<file path="src/rtl/sclk_period_monitor_pkg.sv">
// ---------------------------------------------------------------------------
// sclk_mon_pkg
// Shared types and constants for the sclk period monitor and its
// synchronizer sub-block.
//   sclk_mon_state_t : lock FSM states (IDLE, ACQUIRE, LOCKED, LOST)
//   SYNC_STAGES      : number of metastability flops ahead of edge detection
// ---------------------------------------------------------------------------
package sclk_mon_pkg;

    localparam int SYNC_STAGES = 2;

    typedef enum logic [1:0] {
        IDLE    = 2'd0,
        ACQUIRE = 2'd1,
        LOCKED  = 2'd2,
        LOST    = 2'd3
    } sclk_mon_state_t;

endpackage

</file>
<file path="src/rtl/sclk_period_monitor_sync_edge_detect.sv">
// ---------------------------------------------------------------------------
// sync_edge_detect
// Brings an asynchronous level into the clk domain through a STAGES-deep
// flop chain, then compares the synchronized level against one more delay
// flop so that both rising and falling transitions produce a one-cycle
// pulse. Usable for any slow asynchronous input, not only sclk.
// Ports:
//   clk      in  : sampling clock
//   reset    in  : asynchronous active-low reset, clears every flop
//   async_in in  : asynchronous input level
//   edge_det out : one-cycle pulse on either transition of the synced level
//                  ("edge" itself is a reserved word)
//   level    out : synchronized level
// ---------------------------------------------------------------------------
module sync_edge_detect
    import sclk_mon_pkg::*;
#(
    parameter int STAGES = SYNC_STAGES
) (
    input  logic clk,
    input  logic reset,
    input  logic async_in,
    output logic edge_det,
    output logic level
);

    logic [STAGES-1:0] sync_q;
    logic              dly_q;

    if (STAGES < 2) begin : g_bad_stages
        $error("sync_edge_detect: STAGES must be at least 2");
    end

    // Shift the raw input through the synchronizer; the extra delay flop
    // holds the previous synchronized level for edge comparison.
    always_ff @(posedge clk or negedge reset) begin
        if (!reset) begin
            sync_q <= '0;
            dly_q  <= 1'b0;
        end else begin
            sync_q <= {sync_q[STAGES-2:0], async_in};
            dly_q  <= sync_q[STAGES-1];
        end
    end

    assign level    = sync_q[STAGES-1];
    assign edge_det = sync_q[STAGES-1] ^ dly_q;

endmodule

</file>
<file path="src/rtl/sclk_period_monitor.sv">
// ---------------------------------------------------------------------------
// sclk_period_monitor
// Measures the spacing of sclk edges (both polarities) in clk cycles and
// runs a lock FSM against an expected half-period +/- tolerance.
// Optional statistics outputs are built when SCLK_MON_STATS_EN is defined.
// Ports:
//   clk          in  : fast system clock
//   reset        in  : asynchronous active-low reset
//   sclk_in      in  : divided clock under test, asynchronous to clk
//   half_period  out : last measured edge-to-edge interval (saturating)
//   period_valid out : one-cycle pulse when half_period updates
//   locked       out : FSM is in LOCKED
//   lost         out : FSM is in LOST
//   timeout      out : one-cycle pulse when an interval overruns
//                      EXPECTED_HALF+TOLERANCE cycles without an edge
//   min_period   out : (SCLK_MON_STATS_EN) smallest judged capture
//   max_period   out : (SCLK_MON_STATS_EN) largest judged capture
//   err_count    out : (SCLK_MON_STATS_EN) bad edges + timeouts, saturating
// ---------------------------------------------------------------------------
module sclk_period_monitor
    import sclk_mon_pkg::*;
#(
    parameter int CNT_W         = 32,
    parameter int EXPECTED_HALF = 5000000,
    parameter int TOLERANCE     = 4,
    parameter int LOCK_COUNT    = 4
) (
    input  logic             clk,
    input  logic             reset,
    input  logic             sclk_in,
    output logic [CNT_W-1:0] half_period,
    output logic             period_valid,
    output logic             locked,
    output logic             lost,
    output logic             timeout
`ifdef SCLK_MON_STATS_EN
    ,
    output logic [CNT_W-1:0] min_period,
    output logic [CNT_W-1:0] max_period,
    output logic [15:0]      err_count
`endif
);

    localparam logic [CNT_W:0]   EXP_W      = (CNT_W+1)'(EXPECTED_HALF);
    localparam logic [CNT_W:0]   TOL_W      = (CNT_W+1)'(TOLERANCE);
    localparam logic [CNT_W-1:0] TIMEOUT_AT = CNT_W'(EXPECTED_HALF + TOLERANCE);
    localparam logic [3:0]       LOCK_N     = 4'(LOCK_COUNT);

    if (longint'(EXPECTED_HALF) + longint'(TOLERANCE) > (longint'(1) << CNT_W) - 1)
    begin : g_bad_threshold
        $error("sclk_period_monitor: EXPECTED_HALF+TOLERANCE does not fit in CNT_W bits");
    end

    if (LOCK_COUNT < 1 || LOCK_COUNT > 15) begin : g_bad_lock_count
        $error("sclk_period_monitor: LOCK_COUNT must be in 1..15");
    end

    logic             edge_det;
    logic             sclk_level_unused;
    logic [CNT_W-1:0] cnt_q;
    logic [CNT_W:0]   cnt_inc;
    logic [CNT_W-1:0] cnt_sat;
    logic [CNT_W:0]   cap_w;
    logic [CNT_W:0]   diff_w;
    logic             good;
    logic             timeout_hit;
    logic             timeout_done_q;
    sclk_mon_state_t  state_q, state_d;
    logic [3:0]       good_q, good_d;

    sync_edge_detect #(
        .STAGES (SYNC_STAGES)
    ) u_sync (
        .clk      (clk),
        .reset    (reset),
        .async_in (sclk_in),
        .edge_det (edge_det),
        .level    (sclk_level_unused)
    );

    // Capture value is cnt+1, clamped so a stalled sclk reports all-ones
    // rather than wrapping. The tolerance test runs one bit wider so the
    // absolute difference never underflows.
    always_comb begin
        cnt_inc = {1'b0, cnt_q} + {{CNT_W{1'b0}}, 1'b1};
        cnt_sat = cnt_inc[CNT_W] ? {CNT_W{1'b1}} : cnt_inc[CNT_W-1:0];
        cap_w   = {1'b0, cnt_sat};
        diff_w  = (cap_w >= EXP_W) ? (cap_w - EXP_W) : (EXP_W - cap_w);
        good    = (diff_w <= TOL_W);
    end

    // The done flag keeps the timeout to a single pulse per interval even
    // when the threshold equals the saturation value and cnt parks there.
    assign timeout_hit = !edge_det && !timeout_done_q && (cnt_q == TIMEOUT_AT);

    // Interval counter, capture register and the two single-cycle strobes.
    always_ff @(posedge clk or negedge reset) begin
        if (!reset) begin
            cnt_q          <= '0;
            half_period    <= '0;
            period_valid   <= 1'b0;
            timeout        <= 1'b0;
            timeout_done_q <= 1'b0;
        end else begin
            timeout <= timeout_hit;
            if (edge_det) begin
                cnt_q          <= '0;
                half_period    <= cnt_sat;
                period_valid   <= 1'b1;
                timeout_done_q <= 1'b0;
            end else begin
                cnt_q        <= cnt_sat;
                period_valid <= 1'b0;
                if (timeout_hit) begin
                    timeout_done_q <= 1'b1;
                end
            end
        end
    end

    // Lock FSM state register and consecutive-good counter.
    always_ff @(posedge clk or negedge reset) begin
        if (!reset) begin
            state_q <= IDLE;
            good_q  <= '0;
        end else begin
            state_q <= state_d;
            good_q  <= good_d;
        end
    end

    // Intervals seen in IDLE and LOST started at an unknown time, so those
    // edges only move the FSM back into ACQUIRE and are not judged.
    always_comb begin
        state_d = state_q;
        good_d  = good_q;
        case (state_q)
            IDLE: begin
                if (edge_det) begin
                    state_d = ACQUIRE;
                end
            end
            ACQUIRE: begin
                if (edge_det && good) begin
                    if (good_q + 4'd1 == LOCK_N) begin
                        state_d = LOCKED;
                        good_d  = '0;
                    end else begin
                        good_d = good_q + 4'd1;
                    end
                end else if (edge_det || timeout_hit) begin
                    good_d = '0;
                end
            end
            LOCKED: begin
                if ((edge_det && !good) || timeout_hit) begin
                    state_d = LOST;
                end
            end
            LOST: begin
                if (edge_det) begin
                    state_d = ACQUIRE;
                    good_d  = '0;
                end
            end
            default: begin
                state_d = IDLE;
                good_d  = '0;
            end
        endcase
    end

    assign locked = (state_q == LOCKED);
    assign lost   = (state_q == LOST);

`ifdef SCLK_MON_STATS_EN
    logic judged;
    logic bad_event;

    assign judged    = (state_q == ACQUIRE) || (state_q == LOCKED);
    assign bad_event = judged && ((edge_det && !good) || timeout_hit);

    // Running min/max over judged captures and a saturating error tally.
    always_ff @(posedge clk or negedge reset) begin
        if (!reset) begin
            min_period <= {CNT_W{1'b1}};
            max_period <= '0;
            err_count  <= '0;
        end else begin
            if (edge_det && judged) begin
                if (cnt_sat < min_period) begin
                    min_period <= cnt_sat;
                end
                if (cnt_sat > max_period) begin
                    max_period <= cnt_sat;
                end
            end
            if (bad_event && (err_count != 16'hFFFF)) begin
                err_count <= err_count + 16'd1;
            end
        end
    end
`endif

endmodule

</file>
<file path="config.mk">
export PLATFORM = sky130hd
export DESIGN_NAME = sclk_period_monitor
export DESIGN_NICKNAME = d
export VERILOG_FILES = /design/src/rtl/sclk_period_monitor_pkg.sv /design/src/rtl/sclk_period_monitor_sync_edge_detect.sv /design/src/rtl/sclk_period_monitor.sv
export SDC_FILE = /design/constraint.sdc
export NUM_CORES = 1
export LEC_CHECK = 0
export CORE_MARGIN = 3
export CORE_UTILIZATION = 45
export DETAILED_ROUTE_END_ITERATION = 10
export PLACE_DENSITY = 0.71
export SYNTH_ARGS = -nofsm -noshare
export SYNTH_HDL_FRONTEND = slang
export SYNTH_HIERARCHICAL = 1
export SYNTH_SLANG_ARGS = --single-unit
</file>
<file path="constraint.sdc">
create_clock -name clk -period 7.35 [get_ports clk]
set_input_delay 2.205 -clock clk [delete_from_list [all_inputs] [get_ports clk]]
set_output_delay 2.205 -clock clk [all_outputs]
set_load 0.03 [all_outputs]
</file>
==> results of run 1 <==
[critical path: cells and delay by family, from the launching register on]
kind | cells | cell delay (ns)
flops | 1 | 0.65
xor+xnor | 1 | 0.52
compound gates | 5 | 0.99
simple gates | 8 | 3.56
buf+inv | 1 | 0.29
[cell usage after synthesis, types with 4 or more instances]
cell type / number
a21o_1: 5
mux2i_1: 12
and2_1: 10
a31oi_1: 8
nand4_1: 26
o2111ai_1: 5
o31ai_1: 5
or2_2: 4
nor4_1: 11
nand3_1: 28
inv_1: 20
a41oi_1: 4
ha_1: 11
or3_1: 8
nand2_1: 33
buf_2: 19
clkbuf_1: 21
and4_1: 12
o21ai_0: 17
a21oi_1: 45
nand2b_1: 6
xnor2_1: 27
nor2b_1: 4
xor2_1: 13
nor2_1: 108
o211ai_1: 6
a211oi_1: 6
or4_1: 5
nor3_1: 29
and3_1: 10
dfrtp_1: 76
o22ai_1: 9
[flip-flops by register name, summed over array words and instances, names as in the netlist]
name	cells
cnt_q	32
half_period	32
good_q	4
state_q	2
u_sync/sync_q	2
period_valid	1
timeout	1
timeout_done_q	1
u_sync/dly_q	1
[how the worst max path moves through the flow]
| stage | end | slack (ns) | depth (start not counted) |
|---|---|---|---|
| 2_1_floorplan | state_q[1]$_DFFE_PN0P_ | 1.69 | 24 |
| 3_3_place_gp | state_q[1]$_DFFE_PN0P_ | 1.37 | 14 |
| 3_5_place_dp | good_q[2]$_DFFE_PN0P_ | 1.41 | 14 |
| 4_1_cts | good_q[2]$_DFFE_PN0P_ | 1.37 | 14 |
| 5_1_grt | good_q[2]$_DFFE_PN0P_ | 0.78 | 15 |
| 6_report | good_q[2]$_DFFE_PN0P_ | 1.26 | 15 |
[power breakdown]
group | leakage [nW] | total [mW] | switching [mW] | internal, mW
registers | 1.00 | 0.476 | 0.0261 | 0.450
logic | 1.42 | 0.255 | 0.155 | 0.100
clock network | 0.138 | 0.459 | 0.186 | 0.273
total | 2.56 | 1.19 | 0.367 | 0.823
[cell type report]
type                            count  share of cell area, %
Sequential cell                    76                   29.8
Multi-Input combinational cell    539                   54.4
Clock inverter                      5                  0.960
Timing Repair Buffer               44                   6.62
Clock buffer                       11                   3.80
Inverter                           20                   1.18
Tap cell                          168                   3.29
[stage by stage]
stage | area, um^2 | total power, mW | worst slack (ns) | utilization (%)
5_1_grt | 6380 | 1.25 | 0.778 | 52.5
6_report | 6380 | 1.19 | 1.26 | 52.5
3_5_place_dp | 6080 | 0.742 | 1.41 | 50.0
4_1_cts | 6380 | 1.21 | 1.37 | 52.5
3_3_place_gp | 6080 | 0.734 | 1.37 | 50.0
2_1_floorplan | 5650 | 0.644 | 1.69 | -
[cells by family after synthesis]
| family | synth area share [%] |
|---|---|
| flip-flops | 33.6 |
| buffers and inverters | 5.29 |
| AND/OR/NAND/NOR | 31.4 |
| AO/OA/AOI/OAI | 18.3 |
| XOR/XNOR | 6.20 |
| adder cells (fa/ha/maj) | 2.43 |
| multiplexers | 2.72 |
[cells in the final DEF (no fill, tap or decap), drive strengths merged, types with 5 or more instances in the layout]
master / netlist / layout
a21o: 5 / 5
nor3: 33 / 33
and4: 12 / 12
and3: 10 / 10
nand2b: 6 / 6
clkbuf: 22 / 11
xnor2: 27 / 27
nor2: 108 / 108
or3: 8 / 8
nand4: 28 / 28
ha: 11 / 11
clkdlybuf4s50: 0 / 37
o2111ai: 5 / 5
o211ai: 6 / 6
mux2i: 12 / 12
nor4: 15 / 15
nand3: 29 / 29
o31ai: 5 / 5
xor2: 13 / 13
o22ai: 9 / 9
o21ai: 18 / 18
or2: 5 / 5
a211oi: 6 / 6
or4: 6 / 6
a31oi: 8 / 8
and2: 10 / 10
buf: 26 / 7
dfrtp: 76 / 76
a21oi: 45 / 45
inv: 20 / 20
nand2: 34 / 34
[layer usage]
layer / track usage, % / vias up
li1: - / 2552
met2: 40.5 / 276
met3: 5.05 / 48
met1: 37.5 / 2687
met4: 11.9 / 0
met5: 0 / -
==> summary.md, run 1 <==
| Metric | Value |
|---|---|
| Outcome | `finished, final reports clean` |
| Sequential share of the synthesized area | `33.6%` |
| Diode count | `0` |
| Final hold violation count | `0` |
| Vias | `5,563` |
| Critical Path Start Type | `flop` |
| CP most frequent cell | `nand4_1` |
| Tmin final | `6.09 ns` |
| Die X | `118 um` |
| Residual DRC | `0` |
| Max-slew violation count | `0` |
| Least-Margin Pin Slew | `0.991 ns` |
| Total GRT Usage | `26.9%` |
| Fin crit share | `82.8%` |
| CP endpoint kind | `flop` |
| Routed WL per cell | `21.4 um` |
| Resized Gates After CTS | `0` |
| Die Area | `13,900 um^2` |
| Gpl congestion | `0.964` |
| Worst R2R Setup Slack | `1.26 ns` |
| Vias in the first global route | `5,403` |
| Worst slew margin | `33.9%` |
| DP HPWL | `13,500 um` |
| Critical Path RT | `7.64 ns` |
| H-tree levels | `3` |
| Setup violators final | `0` |
| Die Span Y | `118 um` |
| YS warnings | `6` |
| Max Used Layer | `met4` |
| Peak supply drop | `0.000112 V` |
| Clock-pin slew on the worst setup and hold paths | `0.06 ns` |
| Fraction of layout cells with a size suffix above 1 | `7.34%` |
| Met2 WL post-DR | `8300 um` |
| Routed Antenna Nets | `0` |
| CTS tree | `yes` |
| Syn-to-layout area delta | `12.9%` |
| Congestion Overflow GR | `0` |
| Met3 Wirelength | `1370 um` |
| Inst Count DP | `847` |
| Postcts setup bufs | `0` |
| Hold Crit Start | `u_sync/sync_q[0]$_DFF_PN0_` |
| Synth top area cells | `dfrtp_1 34%, nor2_1 7.2%, xnor2_1 4.2%` |
| Predominant post-synthesis flop cell | `dfrtp_1` |
| CTS Root Cell | `clkbuf_16` |
| Worst Reg-to-Reg Cells | `15` |
| Post-Syn Area | `5650 um^2` |
| Num CTS Buffers | `9` |
| Reg area | `1900 um^2` |
| Critical-path top delay cell | `dfrtp_1` |
| DRT Pass-1 Iters | `6` |
| Synthesized Nets | `697` |
| P per Cell Area | `186 nW/um^2` |
| Critical path data arrival time | `6.38 ns` |
| Setup CP Type | `reg2reg` |
| Critical path startpoint | `cnt_q[2]$_DFF_PN0_` |
| Largest net degree at the start of global routing | `77` |
| Area leader, netlist | `dfrtp_1` |
| Number of synthesized flops with an enable pin | `0` |
| Clk Latency, worst-skew pair | `0.36 ns` |
| First-pass GRT wire length | `29,800 um` |
| Clk sinks | `76` |
| Routed length on met1 | `8210 um` |
| WHS Path Cells | `0` |
| RR Endpoint | `good_q[2]$_DFFE_PN0P_` |
| Worst R2R Start | `cnt_q[2]$_DFF_PN0_` |
| Nets | `704` |
| CP Cell Sequence | `and4_1 -> nand4_1 -> or3_1 -> xor2_1 -> nand4_1 -> or4b_1 -> nand4b_1 -> buf_4 -> a21oi_1 -> a2111oi_0 -> o2111ai_1 -> nor4_4 -> nand2_1 -> a221oi_2 -> a21o_1` |
| Lkg Pwr | `2.56 nW` |
| Multi-input logic area | `3470 um^2` |
| Row count | `40` |
| 1st-iter DRT viols | `601` |
| Starting Density | `46.5%` |
| Clk buf depth | `2` |
| Async SR Flop Fraction | `100%` |
| Share of the synthesized area in the top cell type | `33.6%` |
| Fin cells | `863` |
| Input/output buffers | `38` |
| Overall routed net length | `18,400 um` |
| Hold EP | `u_sync/sync_q[1]$_DFF_PN0_` |
| FMAX | `0.164 GHz` |
| Mapped Avg Cell Area | `8.28 um^2` |
| CTS Hold Bufs | `0` |
| RSZ-0062 raised after global routing | `no` |
| Synth unique cells | `82` |
| Max-cap violations | `0` |
| CP peak stage delay | `0.65 ns` |
| Worst min path class | `reg2reg` |
| Syn Inst Count | `683` |
| Post-DR vias/cell | `6.45` |
| Seq cells post-synth | `76` |
| Top Ports | `39` |
| Clk_skew | `0.0114 ns` |
| Core area | `12,200 um^2` |
| Initial antenna violation count | `0` |
| Setup TNS | `0 ns` |
| Worst-path maximum fanout | `13` |
| # fillers | `1,145` |
| Hold slack | `0.358 ns` |
Note: power is estimated with default switching activity, not from simulation.
==> run 2, diff against run 1 <==
==> constraint.sdc (replaced) <==
create_clock -name clk -period 6.1 [get_ports clk]
set_input_delay 1.83 -clock clk [delete_from_list [all_inputs] [get_ports clk]]
set_output_delay 1.83 -clock clk [all_outputs]
set_load 0.03 [all_outputs]
==> run 2 against run 1 <==
  * Routed wire length down 1.3%
  * Sequential power grew 20%
  * Global-route usage is 0.29 points lower
  * Combinational power grew 22%
  * Critical path depth down 2
  * Clock-buffer cell count rose by 1
  * Via count shrank 0.41%
  * Utilization is 0.48 points higher
  * Cell count is 0.81% higher
  * Critical endpoint is now good_q[0]$_DFFE_PN0P_
  * Setup slack worse by 1.0 ns
  * Fmax up 4.0%
==> summary.md, run 2 (synthesis gave the netlist of run 1 again) <==
| Metric | Value |
|---|---|
| Input/output buffers | `38` |
| Design Power | `1.43 mW` |
| Routed WL per cell | `20.9 um` |
| CTS tree | `yes` |
| Gpl congestion | `1.01` |
| Post-DR vias/cell | `6.37` |
| Worst R2R Setup Slack | `0.25 ns` |
| WHS Path Cells | `0` |
| Clk_skew | `0.00651 ns` |
| RR Endpoint | `good_q[0]$_DFFE_PN0P_` |
| Die X | `118 um` |
| Max-slew violation count | `0` |
| Worst Reg-to-Reg Cells | `13` |
| DP HPWL | `13,500 um` |
| Resized Gates After CTS | `0` |
| Clk sinks | `76` |
| Setup violators final | `0` |
| Core area | `12,200 um^2` |
| RSZ-0062 raised after global routing | `no` |
| Clk buf depth | `2` |
| Critical Path Start Type | `flop` |
| Worst-path maximum fanout | `13` |
| Fraction of layout cells with a size suffix above 1 | `8.26%` |
| First-pass GRT wire length | `29,400 um` |
| Hold Crit Start | `u_sync/sync_q[0]$_DFF_PN0_` |
| Die Area | `13,900 um^2` |
| Commonest non-fill, non-tap cell in the layout | `nor2_1` |
| Tmin final | `5.85 ns` |
| CTS Root Cell | `clkbuf_16` |
| Setup TNS | `0 ns` |
| DRT Pass-1 Iters | `5` |
| Peak supply drop | `0.000190 V` |
| Syn-to-layout area delta | `14.0%` |
| Routed Antenna Nets | `0` |
| Clk Latency, worst-skew pair | `0.35 ns` |
| P per Cell Area | `221 nW/um^2` |
| Nets | `712` |
| Die Span Y | `118 um` |
| Biggest regs | `cnt_q (32), half_period (32), good_q (4)` |
| Residual DRC | `0` |
| Num CTS Buffers | `9` |
| Worst min path class | `reg2reg` |
| Overall routed net length | `18,200 um` |
| Critical path data arrival time | `6.09 ns` |
| Fin crit share | `95.9%` |
| Most frequent cells in the layout | `108 x nor2_1, 76 x dfrtp_1, 45 x a21oi_1` |
| 1st-iter DRT viols | `678` |
| Hold EP | `u_sync/sync_q[1]$_DFF_PN0_` |
| Outcome | `finished, final reports clean` |
| Starting Density | `46.5%` |
| Area after DPL | `6140 um^2` |
| Critical Path RT | `6.34 ns` |
| Worst R2R Start | `cnt_q[2]$_DFF_PN0_` |
| Final Cell Area | `6440 um^2` |
| Max-cap violations | `0` |
| Congestion Overflow GR | `0` |
| Top Ports | `39` |
| Largest net degree at the start of global routing | `77` |
| Least-Margin Pin Slew | `0.965 ns` |
| Lkg Pwr | `2.60 nW` |
| Setup WS pre-CTS | `0.464 ns` |
| CP endpoint kind | `flop` |
| Postcts setup bufs | `0` |
| Diode count | `0` |
| Final WS setup | `0.250 ns` |
| FMAX | `0.171 GHz` |
| H-tree levels | `3` |
| Worst slew margin | `35.6%` |
| Setup CP Type | `reg2reg` |
| Row count | `40` |
| CTS Hold Bufs | `0` |
| Initial antenna violation count | `0` |
| Final hold violation count | `0` |
| Vias | `5,540` |
| Total GRT Usage | `26.6%` |
| Vias in the first global route | `5,281` |
| Clock-pin slew on the worst setup and hold paths | `0.06 ns` |
run 2: cell count changes in the layout (fill, tap and decap cells not counted), sizes merged:
cell      change
buf           +8
clkbuf        +1
clkinvlp      -2
run 2: how the worst max path moves through the flow:
stage,start,endpoint,slack (ns)
floorplan,cnt_q[1]$_DFF_PN0_,state_q[1]$_DFFE_PN0P_,0.44
global placement,cnt_q[2]$_DFF_PN0_,state_q[1]$_DFFE_PN0P_,0.57
detailed placement,cnt_q[2]$_DFF_PN0_,good_q[2]$_DFFE_PN0P_,0.46
CTS,cnt_q[2]$_DFF_PN0_,good_q[2]$_DFFE_PN0P_,0.44
global route,cnt_q[2]$_DFF_PN0_,good_q[2]$_DFFE_PN0P_,0.003
finish,cnt_q[2]$_DFF_PN0_,good_q[0]$_DFFE_PN0P_,0.25
run 2: layout make-up:
type	instances	area, um^2
sequential	76	1900
timing repair buffer	52	483
multi-input combinational	539	3470
inverter	20	75.1
clock inverter	3	46.3
tap	168	210
fill	1169	5720
clock buffer	12	256
run 2: metal layers:
layer / GRT usage (%) / wire length [um] / vias up
met4: 10.6 / 560 / 0
met1: 37.2 / 8080 / 2644
met5: 0 / 0 / -
li1: - / - / 2570
met2: 40.8 / 8100 / 279
met3: 4.66 / 1460 / 47
run 2: critical path: stages (launching register included):
cell and delay [ns]:
dfrtp_1 0.60, and4_1 0.45, nand4_1 0.58, or3_1 0.61, xor2_1 0.49, nand4_1 0.27, or4b_1 0.54, nand4b_1 0.28
mux2i_1 0.26, xor2_1 0.10, or4_4 0.56, nor4_4 0.52, nand2_1 0.19, o31ai_1 0.28
run 2: per-stage QoR:
stage,instances,util [%],hold WS [ns]
2_1_floorplan,683,-,0.331
3_3_place_gp,855,50.5,0.344
3_5_place_dp,855,50.5,0.346
4_1_cts,870,53.0,0.366
5_1_grt,870,53.0,0.373
6_report,870,53.0,0.362
run 2: report_power, final:
| group | leakage [nW] | switching (mW) | total [mW] | internal [mW] |
|---|---|---|---|---|
| registers | 1.00 | 0.0295 | 0.571 | 0.542 |
| logic | 1.46 | 0.188 | 0.310 | 0.121 |
| clock network | 0.145 | 0.209 | 0.546 | 0.337 |
| total | 2.60 | 0.427 | 1.43 | 1.00 |
==> run 3, diff against run 2 <==
--- a/config.mk
+++ b/config.mk
@@ -8,7 +8,8 @@
 export CORE_MARGIN = 3
 export CORE_UTILIZATION = 45
 export DETAILED_ROUTE_END_ITERATION = 10
-export PLACE_DENSITY = 0.71
+export DONT_BUFFER_PORTS = 1
+export PLACE_DENSITY = 0.67
 export SYNTH_ARGS = -nofsm -noshare
 export SYNTH_HDL_FRONTEND = slang
 export SYNTH_HIERARCHICAL = 1
==> run 3 against run 2 <==
  * Sequential share of layout area increased by 1.7 points
  * Routed wire length decreased by 0.30%
  * Worst hold slack got worse by 0.014 ns
  * Largest power group unchanged
==> summary.md, run 3 (synthesis gave the netlist of run 1 again) <==
| Metric | Value |
|---|---|
| Die Span Y | `118 um` |
| Worst min path class | `reg2reg` |
| Fin crit share | `94.5%` |
| First-pass GRT wire length | `29,100 um` |
| Tmin final | `5.77 ns` |
| Critical Path Start Type | `flop` |
| Total GRT Usage | `26.5%` |
| Clock-pin slew on the worst setup and hold paths | `0.05 ns` |
| Worst R2R Setup Slack | `0.33 ns` |
| DRT Pass-1 Iters | `6` |
| Setup TNS | `0 ns` |
| Vias | `5,484` |
| Diode count | `0` |
| Worst R2R Start | `cnt_q[0]$_DFF_PN0_` |
| Starting Density | `46.5%` |
| Hold EP | `u_sync/sync_q[1]$_DFF_PN0_` |
| Clk sinks | `76` |
| Core area | `12,200 um^2` |
| Die Area | `13,900 um^2` |
| Final hold violation count | `0` |
| Peak supply drop | `0.000130 V` |
| H-tree levels | `3` |
| Residual DRC | `0` |
| RR Endpoint | `good_q[2]$_DFFE_PN0P_` |
| Critical Path RT | `6.39 ns` |
| Initial antenna violation count | `0` |
| Input/output buffers | `0` |
| Biggest regs | `cnt_q (32), half_period (32), good_q (4)` |
| Row count | `40` |
| Most frequent cells in the layout | `108 x nor2_1, 76 x dfrtp_1, 45 x a21oi_1` |
| CTS Hold Bufs | `0` |
| CP endpoint kind | `flop` |
| Worst-path maximum fanout | `10` |
| RSZ-0062 raised after global routing | `no` |
| Max-cap violations | `0` |
| Post-DR vias/cell | `6.56` |
| WHS Path Cells | `0` |
| Top Ports | `39` |
| Commonest non-fill, non-tap cell in the layout | `nor2_1` |
| Congestion Overflow GR | `0` |
| Setup WS pre-CTS | `0.508 ns` |
| Syn-to-layout area delta | `7.72%` |
| P per Cell Area | `223 nW/um^2` |
| Clk buf depth | `2` |
| Resized Gates After CTS | `0` |
| FMAX | `0.173 GHz` |
| Die X | `118 um` |
| Final WS setup | `0.333 ns` |
| Worst slew margin | `40.9%` |
| Routed Antenna Nets | `0` |
| Routed WL per cell | `21.7 um` |
| CTS Root Cell | `clkbuf_16` |
| Clk Latency, worst-skew pair | `0.36 ns` |
| Vias in the first global route | `5,238` |
| Max-slew violation count | `0` |
| Worst Reg-to-Reg Cells | `19` |
| # fillers | `1,176` |
| Overall routed net length | `18,100 um` |
| Reg area | `1900 um^2` |
| Least-Margin Pin Slew | `0.882 ns` |
| Fraction of layout cells with a size suffix above 1 | `9.13%` |
| Clk_skew | `0.00802 ns` |
| Setup CP Type | `reg2reg` |
| Hold Crit Start | `u_sync/sync_q[0]$_DFF_PN0_` |
| CTS tree | `yes` |
| Lkg Pwr | `2.48 nW` |
| Multi-input logic area | `3470 um^2` |
| DP HPWL | `13,500 um` |
| Num CTS Buffers | `9` |
| Largest net degree at the start of global routing | `77` |
| Postcts setup bufs | `0` |
| Inst Count DP | `820` |
| Nets | `677` |
| Fin cells | `836` |
| Outcome | `finished, final reports clean` |
| Critical path data arrival time | `6.06 ns` |
| Setup violators final | `0` |
| Gpl congestion | `0.944` |
| 1st-iter DRT viols | `553` |
## run 3: changes by cell type in the layout (fill, tap and decap cells not counted), sizes merged
cell,previous run,this run
clkdlybuf4s50,37,0
clkinv,1,2
buf,15,17
## run 3: how the worst max path moves through the flow
stage / start / to / slack (ns) / depth (start not counted)
2_1_floorplan: cnt_q[1]$_DFF_PN0_ / state_q[1]$_DFFE_PN0P_ / 0.44 / 24
3_5_place_dp: cnt_q[0]$_DFF_PN0_ / good_q[2]$_DFFE_PN0P_ / 0.51 / 19
3_3_place_gp: cnt_q[0]$_DFF_PN0_ / state_q[1]$_DFFE_PN0P_ / 0.65 / 19
6_report: cnt_q[0]$_DFF_PN0_ / good_q[2]$_DFFE_PN0P_ / 0.33 / 19
5_1_grt: cnt_q[0]$_DFF_PN0_ / good_q[2]$_DFFE_PN0P_ / 0.03 / 19
4_1_cts: cnt_q[0]$_DFF_PN0_ / good_q[2]$_DFFE_PN0P_ / 0.49 / 19
## run 3: worst max-delay path, stage by stage (launching register included)
cell and delay, ns:
dfrtp_1 0.51, ha_1 0.48, nand2_1 0.16, or3_1 0.40, nand2_1 0.21, nor2_1 0.16
inv_1 0.09, ha_1 0.15, nand3_1 0.06, a21oi_1 0.47, nand4_1 0.22, or4b_1 0.52
nand4b_1 0.37, mux2i_1 0.28, xor2_1 0.09, or4_4 0.56, nor4_4 0.48, nand2_1 0.17
a221oi_2 0.20, a21o_1 0.12
## run 3: cell type report
cell class	instances	area share [%]
timing repair buffer	17	2.10
clock inverter	4	0.781
tap	168	3.45
multi-input combinational	539	57.0
inverter	20	1.23
sequential	76	31.2
clock buffer	12	4.21
## run 3: layer usage
metal	vias up	global-route usage, %	share of wire [%]
li1	2483	-	-
met1	2626	37.3	44
met2	302	38.4	43
met3	73	5.48	8.2
met4	0	13.8	4.7
met5	-	0	0
## run 3: power breakdown
part / leakage, nW / switching (mW) / total, mW / internal (mW)
clock: 0.149 / 0.216 / 0.553 / 0.337
combinational: 1.33 / 0.109 / 0.175 / 0.0664
sequential: 1.00 / 0.0908 / 0.632 / 0.541
total: 2.48 / 0.415 / 1.36 / 0.945
## run 3: through the flow
stage          power, mW  cell area (um^2)  util [%]  hold slack (ns)
6_report            1.36              6090      50.1            0.348
5_1_grt             1.43              6090      50.1            0.373
4_1_cts             1.37              6090      50.1            0.352
3_5_place_dp       0.816              5790      47.6            0.340
3_3_place_gp       0.810              5790      47.6            0.350
2_1_floorplan      0.776              5650         -            0.331
